===== config.mk =====
export PLATFORM = sky130hd
export DESIGN_NAME = mbus_master_wake_ctrl
export DESIGN_NICKNAME = d
export VERILOG_FILES = /design/src/rtl/mbus_master_wake_ctrl.sv
export SDC_FILE = /design/constraint.sdc
export NUM_CORES = 1
export LEC_CHECK = 0
export ABC_CLOCK_PERIOD_IN_PS = 5200
export BUFFER_PORTS_ARGS = -buffer_cell sky130_fd_sc_hd__buf_2
export CAP_MARGIN = 20
export CORE_ASPECT_RATIO = 1.75
export CORE_MARGIN = 4
export CORE_UTILIZATION = 35
export CTS_BUF_LIST = sky130_fd_sc_hd__clkbuf_16
export DETAILED_ROUTE_END_ITERATION = 7
export PLACE_DENSITY = 0.55
export SLEW_MARGIN = 20
export SYNTH_ARGS = -nofsm -noshare
export SYNTH_HDL_FRONTEND = slang
export SYNTH_SLANG_ARGS = --single-unit

===== constraint.sdc =====
create_clock -name CLK -period 5.2 [get_ports CLK]
set_input_delay 0.26 -clock CLK [delete_from_list [all_inputs] [get_ports CLK]]
set_output_delay 0.26 -clock CLK [all_outputs]
set_load 0.01 [all_outputs]

===== src/rtl/mbus_master_wake_ctrl.sv =====
// Master-side wake controller for the MBus ring.
// Qualifies a member bus request (DIN low while CIN idles high) or a local
// WAKEUP_REQ, drives a glitch-free wake-clock train onto the ring, then hands
// off to the master bus controller through a START_REQ/START_ACK handshake.
module mbus_master_wake_ctrl #(
    parameter int SYNC_STAGES = 2,
    parameter int DEBOUNCE    = 4,
    parameter int HALF_PERIOD = 8,
    parameter int NUM_PULSES  = 3,
    parameter int ACK_TIMEOUT = 255
) (
    input  logic       CLK,
    input  logic       RESET,
    input  logic       DIN,
    input  logic       CIN,
    input  logic       WAKEUP_REQ,
    input  logic       BUS_BUSY,
    input  logic       START_ACK,
    output logic       WAKE_CLK_EN,
    output logic       WAKE_CLK_OUT,
    output logic       START_REQ,
    output logic [1:0] WAKE_SRC,
    output logic       WAKE_DONE,
    output logic       WAKE_ERR,
    output logic       BUSY
);

    localparam int DW = $clog2(DEBOUNCE + 1);
    localparam int HW = $clog2(HALF_PERIOD + 1);
    localparam int PW = $clog2(NUM_PULSES + 1);
    localparam int TW = $clog2(ACK_TIMEOUT + 1);

    typedef enum logic [2:0] {
        IDLE   = 3'd0,
        QUAL   = 3'd1,
        CLK_LO = 3'd2,
        CLK_HI = 3'd3,
        REQ    = 3'd4,
        DONE   = 3'd5
    } state_t;

    state_t          state, state_n;
    logic [SYNC_STAGES-1:0] din_sync, cin_sync;
    logic            din_s, cin_s;
    logic [DW-1:0]   dcnt, dcnt_n;
    logic [HW-1:0]   hcnt, hcnt_n;
    logic [PW-1:0]   pcnt, pcnt_n, pcnt_inc;
    logic [TW-1:0]   tcnt, tcnt_n, tcnt_inc;
    logic [1:0]      src_n;
    logic            rearm, rearm_n;
    logic            err_n;

    assign din_s    = din_sync[SYNC_STAGES-1];
    assign cin_s    = cin_sync[SYNC_STAGES-1];
    assign pcnt_inc = pcnt + PW'(1);
    assign tcnt_inc = tcnt + TW'(1);

    // Ring inputs are asynchronous; flops idle at the bus-high level.
    always_ff @(posedge CLK or posedge RESET) begin
        if (RESET) begin
            din_sync <= '1;
            cin_sync <= '1;
        end else begin
            din_sync <= {din_sync[SYNC_STAGES-2:0], DIN};
            cin_sync <= {cin_sync[SYNC_STAGES-2:0], CIN};
        end
    end

    // State and counter registers.
    always_ff @(posedge CLK or posedge RESET) begin
        if (RESET) begin
            state <= IDLE;
            dcnt  <= '0;
            hcnt  <= '0;
            pcnt  <= '0;
            tcnt  <= '0;
            rearm <= 1'b1;
        end else begin
            state <= state_n;
            dcnt  <= dcnt_n;
            hcnt  <= hcnt_n;
            pcnt  <= pcnt_n;
            tcnt  <= tcnt_n;
            rearm <= rearm_n;
        end
    end

    // Next-state, counter and wake-source decisions.
    always_comb begin
        state_n = state;
        dcnt_n  = dcnt;
        hcnt_n  = hcnt;
        pcnt_n  = pcnt;
        tcnt_n  = tcnt;
        src_n   = WAKE_SRC;
        rearm_n = rearm;
        err_n   = 1'b0;
        case (state)
            IDLE: begin
                // A member must release DIN before it can request again.
                if (din_s) rearm_n = 1'b1;
                if (!BUS_BUSY) begin
                    if (WAKEUP_REQ) begin
                        state_n = CLK_LO;
                        src_n   = 2'b10;
                    end else if (rearm && !din_s && cin_s) begin
                        state_n = QUAL;
                        dcnt_n  = '0;
                    end
                end
            end
            QUAL: begin
                if (din_s || BUS_BUSY) begin
                    state_n = IDLE;
                end else if (dcnt == DW'(DEBOUNCE - 1)) begin
                    state_n = CLK_LO;
                    src_n   = {WAKEUP_REQ, 1'b1};
                end else begin
                    dcnt_n = dcnt + DW'(1);
                end
            end
            CLK_LO: begin
                if (hcnt == HW'(HALF_PERIOD - 1)) begin
                    state_n = CLK_HI;
                    hcnt_n  = '0;
                end else begin
                    hcnt_n = hcnt + HW'(1);
                end
            end
            CLK_HI: begin
                if (hcnt == HW'(HALF_PERIOD - 1)) begin
                    hcnt_n = '0;
                    if (pcnt_inc == PW'(NUM_PULSES)) begin
                        state_n = REQ;
                        pcnt_n  = '0;
                        tcnt_n  = '0;
                    end else begin
                        state_n = CLK_LO;
                        pcnt_n  = pcnt_inc;
                    end
                end else begin
                    hcnt_n = hcnt + HW'(1);
                end
            end
            REQ: begin
                // ACK on the timeout cycle still counts as success.
                if (START_ACK) begin
                    state_n = DONE;
                    tcnt_n  = '0;
                end else if (tcnt_inc == TW'(ACK_TIMEOUT)) begin
                    state_n = IDLE;
                    tcnt_n  = '0;
                    err_n   = 1'b1;
                end else begin
                    tcnt_n = tcnt_inc;
                end
            end
            DONE: state_n = IDLE;
            default: state_n = IDLE;
        endcase
        // Every train starts from fresh counters and disarms member requests.
        if (state_n == CLK_LO && (state == IDLE || state == QUAL)) begin
            hcnt_n  = '0;
            pcnt_n  = '0;
            rearm_n = 1'b0;
        end
    end

    // Outputs registered from the next state so the ring sees clean edges.
    always_ff @(posedge CLK or posedge RESET) begin
        if (RESET) begin
            WAKE_CLK_EN  <= 1'b0;
            WAKE_CLK_OUT <= 1'b1;
            START_REQ    <= 1'b0;
            WAKE_SRC     <= 2'b00;
            WAKE_DONE    <= 1'b0;
            WAKE_ERR     <= 1'b0;
            BUSY         <= 1'b0;
        end else begin
            WAKE_CLK_EN  <= (state_n == CLK_LO) || (state_n == CLK_HI);
            WAKE_CLK_OUT <= (state_n != CLK_LO);
            START_REQ    <= (state_n == REQ);
            WAKE_SRC     <= src_n;
            WAKE_DONE    <= (state_n == DONE);
            WAKE_ERR     <= err_n;
            BUSY         <= (state_n != IDLE);
        end
    end

endmodule


Word level (Yosys, flattened, before mapping)
Index checks and enable logic that the tools add are counted.
{ "word_totals": {"reg_bits": 33, "inputBits": 7} }
{ "classes": {"n_mux": 40, "reduce_logical": 22, "addsub": 4, "n_eq_ne": 22} }
{ "ops": {"columns": ["cell", "n"], "rows": [
  ["3-bit 2-to-1 mux", 15],
  ["8-bit 2-to-1 mux", 4],
  ["2-bit != test (second input constant)", 9],
  ["2-bit 2-to-1 mux", 8],
  ["8-bit case mux with 2 select lines", 1],
  ["3-bit by 2-bit == test with 1-bit output (second input constant)", 5],
  ["3-bit case mux with 5 select lines", 1],
  ["2-bit nonzero test", 7],
  ["4-bit 2-to-1 mux", 3],
  ["3-bit == test (second input constant)", 3],
  ["8-bit by 1-bit adder with 8-bit output (second input constant)", 1],
  ["8-bit == test (second input constant)", 1],
  ["1-bit 2-to-1 mux", 6],
  ["3-bit case mux with 2 select lines", 1],
  ["6-bit AND reduction", 1],
  ["5-bit AND reduction", 1],
  ["4-bit by 1-bit adder with 4-bit output (second input constant)", 1],
  ["4-bit by 3-bit == test with 1-bit output (second input constant)", 1],
  ["2-bit case mux with 2 select lines", 1],
  ["2-bit AND reduction", 2],
  ["3-bit by 1-bit adder with 3-bit output (second input constant)", 1],
  ["3-bit by 1-bit == test with 1-bit output (second input constant)", 1],
  ["1-bit logical AND", 3],
  ["3-bit logical NOT", 1],
  ["8 further kinds", 10]
]} }

Longest topological paths before layout
{ "logic_depth": {"ltp_word": 11, "ltp_mapped": 8, "ltp_nobuf": 7} }

Worst setup path before layout
No wires, ideal clock.
{ "synth_timing": {"path_kind": "register to register", "startpoint": "register tcnt[1]", "endpoint": "register tcnt[7]", "setup_ps": 82, "path_buffers": 1, "slack_ps": 3513, "t_arrival_ps": 1606, "period_less_slack_ps": 1687, "path_stages_with_launch": 8, "path_cell_list": "dfrtp_1 ha_1 nand3_1 o21bai_1 a311oi_2 buf_6 a41oi_2 a31oi_1"} }
{ "synth_between": {"elab_chain_cells": 5} }
{ "synth_lines": {"columns": ["element", "line", "source"], "rows": [
  ["start: declaration", "48", "logic [TW-1:0] tcnt, tcnt_n, tcnt_inc;"],
  ["start signal: assignment", "83", "tcnt <= tcnt_n;"],
  ["8-bit by 1-bit adder with 8-bit output (*)", "56", "assign tcnt_inc = tcnt + TW'(1);"],
  ["8-bit == test", "150", "end else if (tcnt_inc == TW'(ACK_TIMEOUT)) begin"],
  ["8-bit 2-to-1 mux (*)", "150", null],
  ["8-bit 2-to-1 mux (*)", "147", "if (START_ACK) begin"],
  ["8-bit case mux with 2 select lines (*)", "98", "case (state)"]
]} }
Every way passes the cells marked *; elsewhere a longest branch is shown, timed or not.
A chain may end at the register's enable or synchronous reset.

Worst setup path in the final report
{ "layout_timing": {"startpoint": "register tcnt[1]", "endpoint": "register tcnt[3]"} }
Same word-level chain as after synthesis.

==> flow_summary.json <==
{
  "vias_per_cell": 5.32,
  "grt_max_degree": 34,
  "gr-usage-met2_pct": 23.5,
  "crit_required_ps": 5390,
  "setup_violations": 0,
  "crit_fanout": 13,
  "cts_tree": "done",
  "end_kind": "flip-flop",
  "die-area_um2": 5740,
  "core_region_area_um2": 4400,
  "grt_antenna_before_repair": 0,
  "crit_end": "tcnt[3]",
  "critPathKind": "flip-flop to flip-flop",
  "grt_pass1_wl_um": 5740,
  "r2r-start": "tcnt[1]",
  "use_met1_pct": 13.1,
  "drc": 0,
  "gp_congestion": 0.774,
  "worstPathCellList": "ha_1 -> nand3_1 -> o21bai_1 -> a311oi_2 -> or2b_1 -> a31oi_1",
  "reg2reg_slack_ps": 2970,
  "grt_pass1_vias": 1281,
  "worst_ep_arrival_time_ps": 2420,
  "outcome": "completed",
  "utilization_pct": 41.6,
  "ir_worst_vdd_uv": 232,
  "avgSynthCellArea_um2": 10.5,
  "ys_ff_latch": 33,
  "final_layout_size_suffix_gt1_share_pct": 19.2,
  "antenna_cells": 0,
  "syn-num-nets": 164,
  "cts_resized": 0,
  "yosysSeqAreaShare_pct": 52.2,
  "r2r-end": "tcnt[3]",
  "numCtsBuffers": 5,
  "grt_busiest_layer": "met2",
  "die_h_um": 97.3,
  "syn2layout_area_growth_pct": 15.0,
  "hp-class": "input port to asynchronous set/reset pin",
  "initial_utilization_pct": 36.2,
  "finalHoldViolCount": 0,
  "synth_cell_types": 38,
  "crit_path_top_delay_cell": "a311oi_2",
  "wl_per_cell_um": 14.4,
  "clock_latency_ps": 280,
  "io_pins": 15,
  "num_rows": 32,
  "max-cap-violations": 0,
  "maxSlewHeadroom_pct": 44.4,
  "tightest_slew_ps": 834,
  "finalWirelength_um": 3130,
  "fin_area_um2": 1830,
  "die_x_um": 59.0,
  "clock_sinks": 33,
  "cts_root_buf": "clkbuf_16",
  "finalMaxSlewViolations": 0,
  "crit_path_start_kind": "flip-flop",
  "grtUsageMet3_pct": 2.79,
  "syn_inst": 152,
  "antenna_left": 0,
  "clock_path_buffers": 2,
  "dr.pass1.iters": 4,
  "grt_overflow": 0,
  "power_leakage_uw": 0.000817,
  "vias": 1160,
  "port_buffers": 14,
  "layout.nets": 178,
  "cts_setup_buffers": 0,
  "crit_path_start": "tcnt[1]",
  "setup-tns-final_ps": 0,
  "slowest_delay_ps": 760,
  "power_density_nw_per_um2": 482,
  "max_freq_ghz": 0.449,
  "dp_hpwl_um": 2350,
  "rsz0062_at_grt": "false",
  "syn_area_um2": 1600,
  "grt_util_all_layers_pct": 12.9,
  "yosysWarnings": 0,
  "cts_max_level": 2,
  "finalCritPeriodShare_pct": 42.8,
  "skew_ps": 7.91,
  "cts.reportedPaths.clkPinSlew_ps": 50,
  "reg2reg_depth": 6,
  "post_dp_cell_area_um2": 1670,
  "finalCriticalPeriod_ps": 2230,
  "drt_first_iter_violations": 13,
  "holdBufCountCts": 0
}
## flip-flops by register name, indices dropped and copies added (netlist names)
name          flops
state             3
pcnt              2
BUSY              1
START_REQ         1
WAKE_CLK_OUT      1
dcnt              3
WAKE_CLK_EN       1
WAKE_SRC          2
WAKE_DONE         1
tcnt              8
din_sync          2
cin_sync          2
hcnt              4
rearm             1
WAKE_ERR          1
## power by group
group / switching (uW) / internal, uW
combinational: 102 / 87.8
clock: 99.6 / 222
sequential: 50.3 / 323
total: 251 / 632
## worst min-delay path by stage
stage                     start          end  slack [ps]  cells after the start
floorplan                   CIN  cin_sync[0]         260                      0
global placement    cin_sync[0]  cin_sync[1]         350                      0
detailed placement  din_sync[0]  din_sync[1]         350                      0
CTS                       RESET      hcnt[0]          80                      3
global route                CIN  cin_sync[0]          80                      1
finish                    RESET  WAKE_SRC[0]          70                      3
## cells in the mapped netlist (all sizes together)
cell type / n / share of area (%)
and2: 2 / 0.78
o21bai: 2 / 0.94
nand3b: 3 / 1.4
mux2i: 2 / 1.3
xor2: 1 / 1.0
nor2: 11 / 2.6
o21ai: 8 / 2.5
dfstp: 6 / 9.9
a22o: 4 / 2.3
buf: 4 / 2.4
nor2b: 2 / 0.78
a21oi: 8 / 2.5
nand3: 7 / 2.2
dfrtp: 27 / 42
or2b: 2 / 0.94
a31oi: 6 / 2.4
o31ai: 1 / 0.47
nand2: 15 / 3.5
nand4: 3 / 1.2
clkbuf: 4 / 1.6
mux2: 1 / 0.71
a41oi: 4 / 2.7
and3b: 1 / 0.55
o22a: 1 / 0.55
nor3: 2 / 0.63
a311oi: 1 / 0.94
nand2b: 3 / 1.2
nand4b: 1 / 0.55
and3: 3 / 1.2
inv: 8 / 1.9
ha: 5 / 3.9
o41ai: 1 / 0.55
xnor2: 3 / 1.6
## critical path: cells and delay by family, from the launching register on
kind / cells / cell delay [ps]
adders and majority gates: 1 / 250
AOI/OAI and AO/OA: 3 / 1030
DFF: 1 / 410
and+or+nand+nor: 2 / 460
## final cells by class
cell class / instances / area (um^2)
fill: 457 / 2570
tap: 51 / 63.8
clock buffer: 5 / 125
timing repair buffer: 15 / 77.6
multi-input combinational: 103 / 667
sequential: 33 / 833
inverter: 8 / 30.0
clock inverter: 3 / 37.5
## through the flow
step | total power, uW | instances | setup WS [ps] | hold slack [ps]
2_1_floorplan | 519 | 152 | 3510 | 264
3_3_place_gp | 562 | 210 | 3110 | 346
3_5_place_dp | 570 | 210 | 3010 | 349
4_1_cts | 898 | 218 | 2980 | 78.5
5_1_grt | 944 | 218 | 2850 | 79.5
6_report | 884 | 218 | 2970 | 65.7
## layer usage
| layer | up-vias | routed length [um] |
|---|---|---|
| met3 | 5 | 74 |
| met1 | 579 | 1190 |
| li1 | 561 | - |
| met5 | - | 0 |
| met4 | 0 | 48 |
| met2 | 15 | 1820 |
## cells in the final DEF, fill, tap and decap left out, types with 3 or more instances in the layout
master | Yosys | routed
dfrtp_1 | 27 | 27
nand2_1 | 15 | 15
buf_2 | 1 | 14
nor2_1 | 11 | 11
inv_1 | 8 | 9
o21ai_0 | 8 | 8
a21oi_1 | 8 | 8
nand3_1 | 7 | 7
dfstp_2 | 6 | 6
a31oi_1 | 6 | 6
ha_1 | 5 | 5
clkbuf_16 | 0 | 5
and3_1 | 3 | 3
xnor2_1 | 3 | 3
nand3b_1 | 3 | 3
nand2b_1 | 3 | 3
nand4_1 | 3 | 3
a22o_1 | 3 | 3
a41oi_1 | 3 | 3
## cell families after synthesis
kind of cell    count (synthesis)  synth area share [%]
fa+ha+maj                       5                  3.92
simple gates                   55                  17.5
mux                             3                  1.96
xor+xnor                        4                  2.67
buf+inv                        16                  5.96
compound gates                 36                  15.8
flops                          33                  52.2
Power figures use the tool's default switching activity.
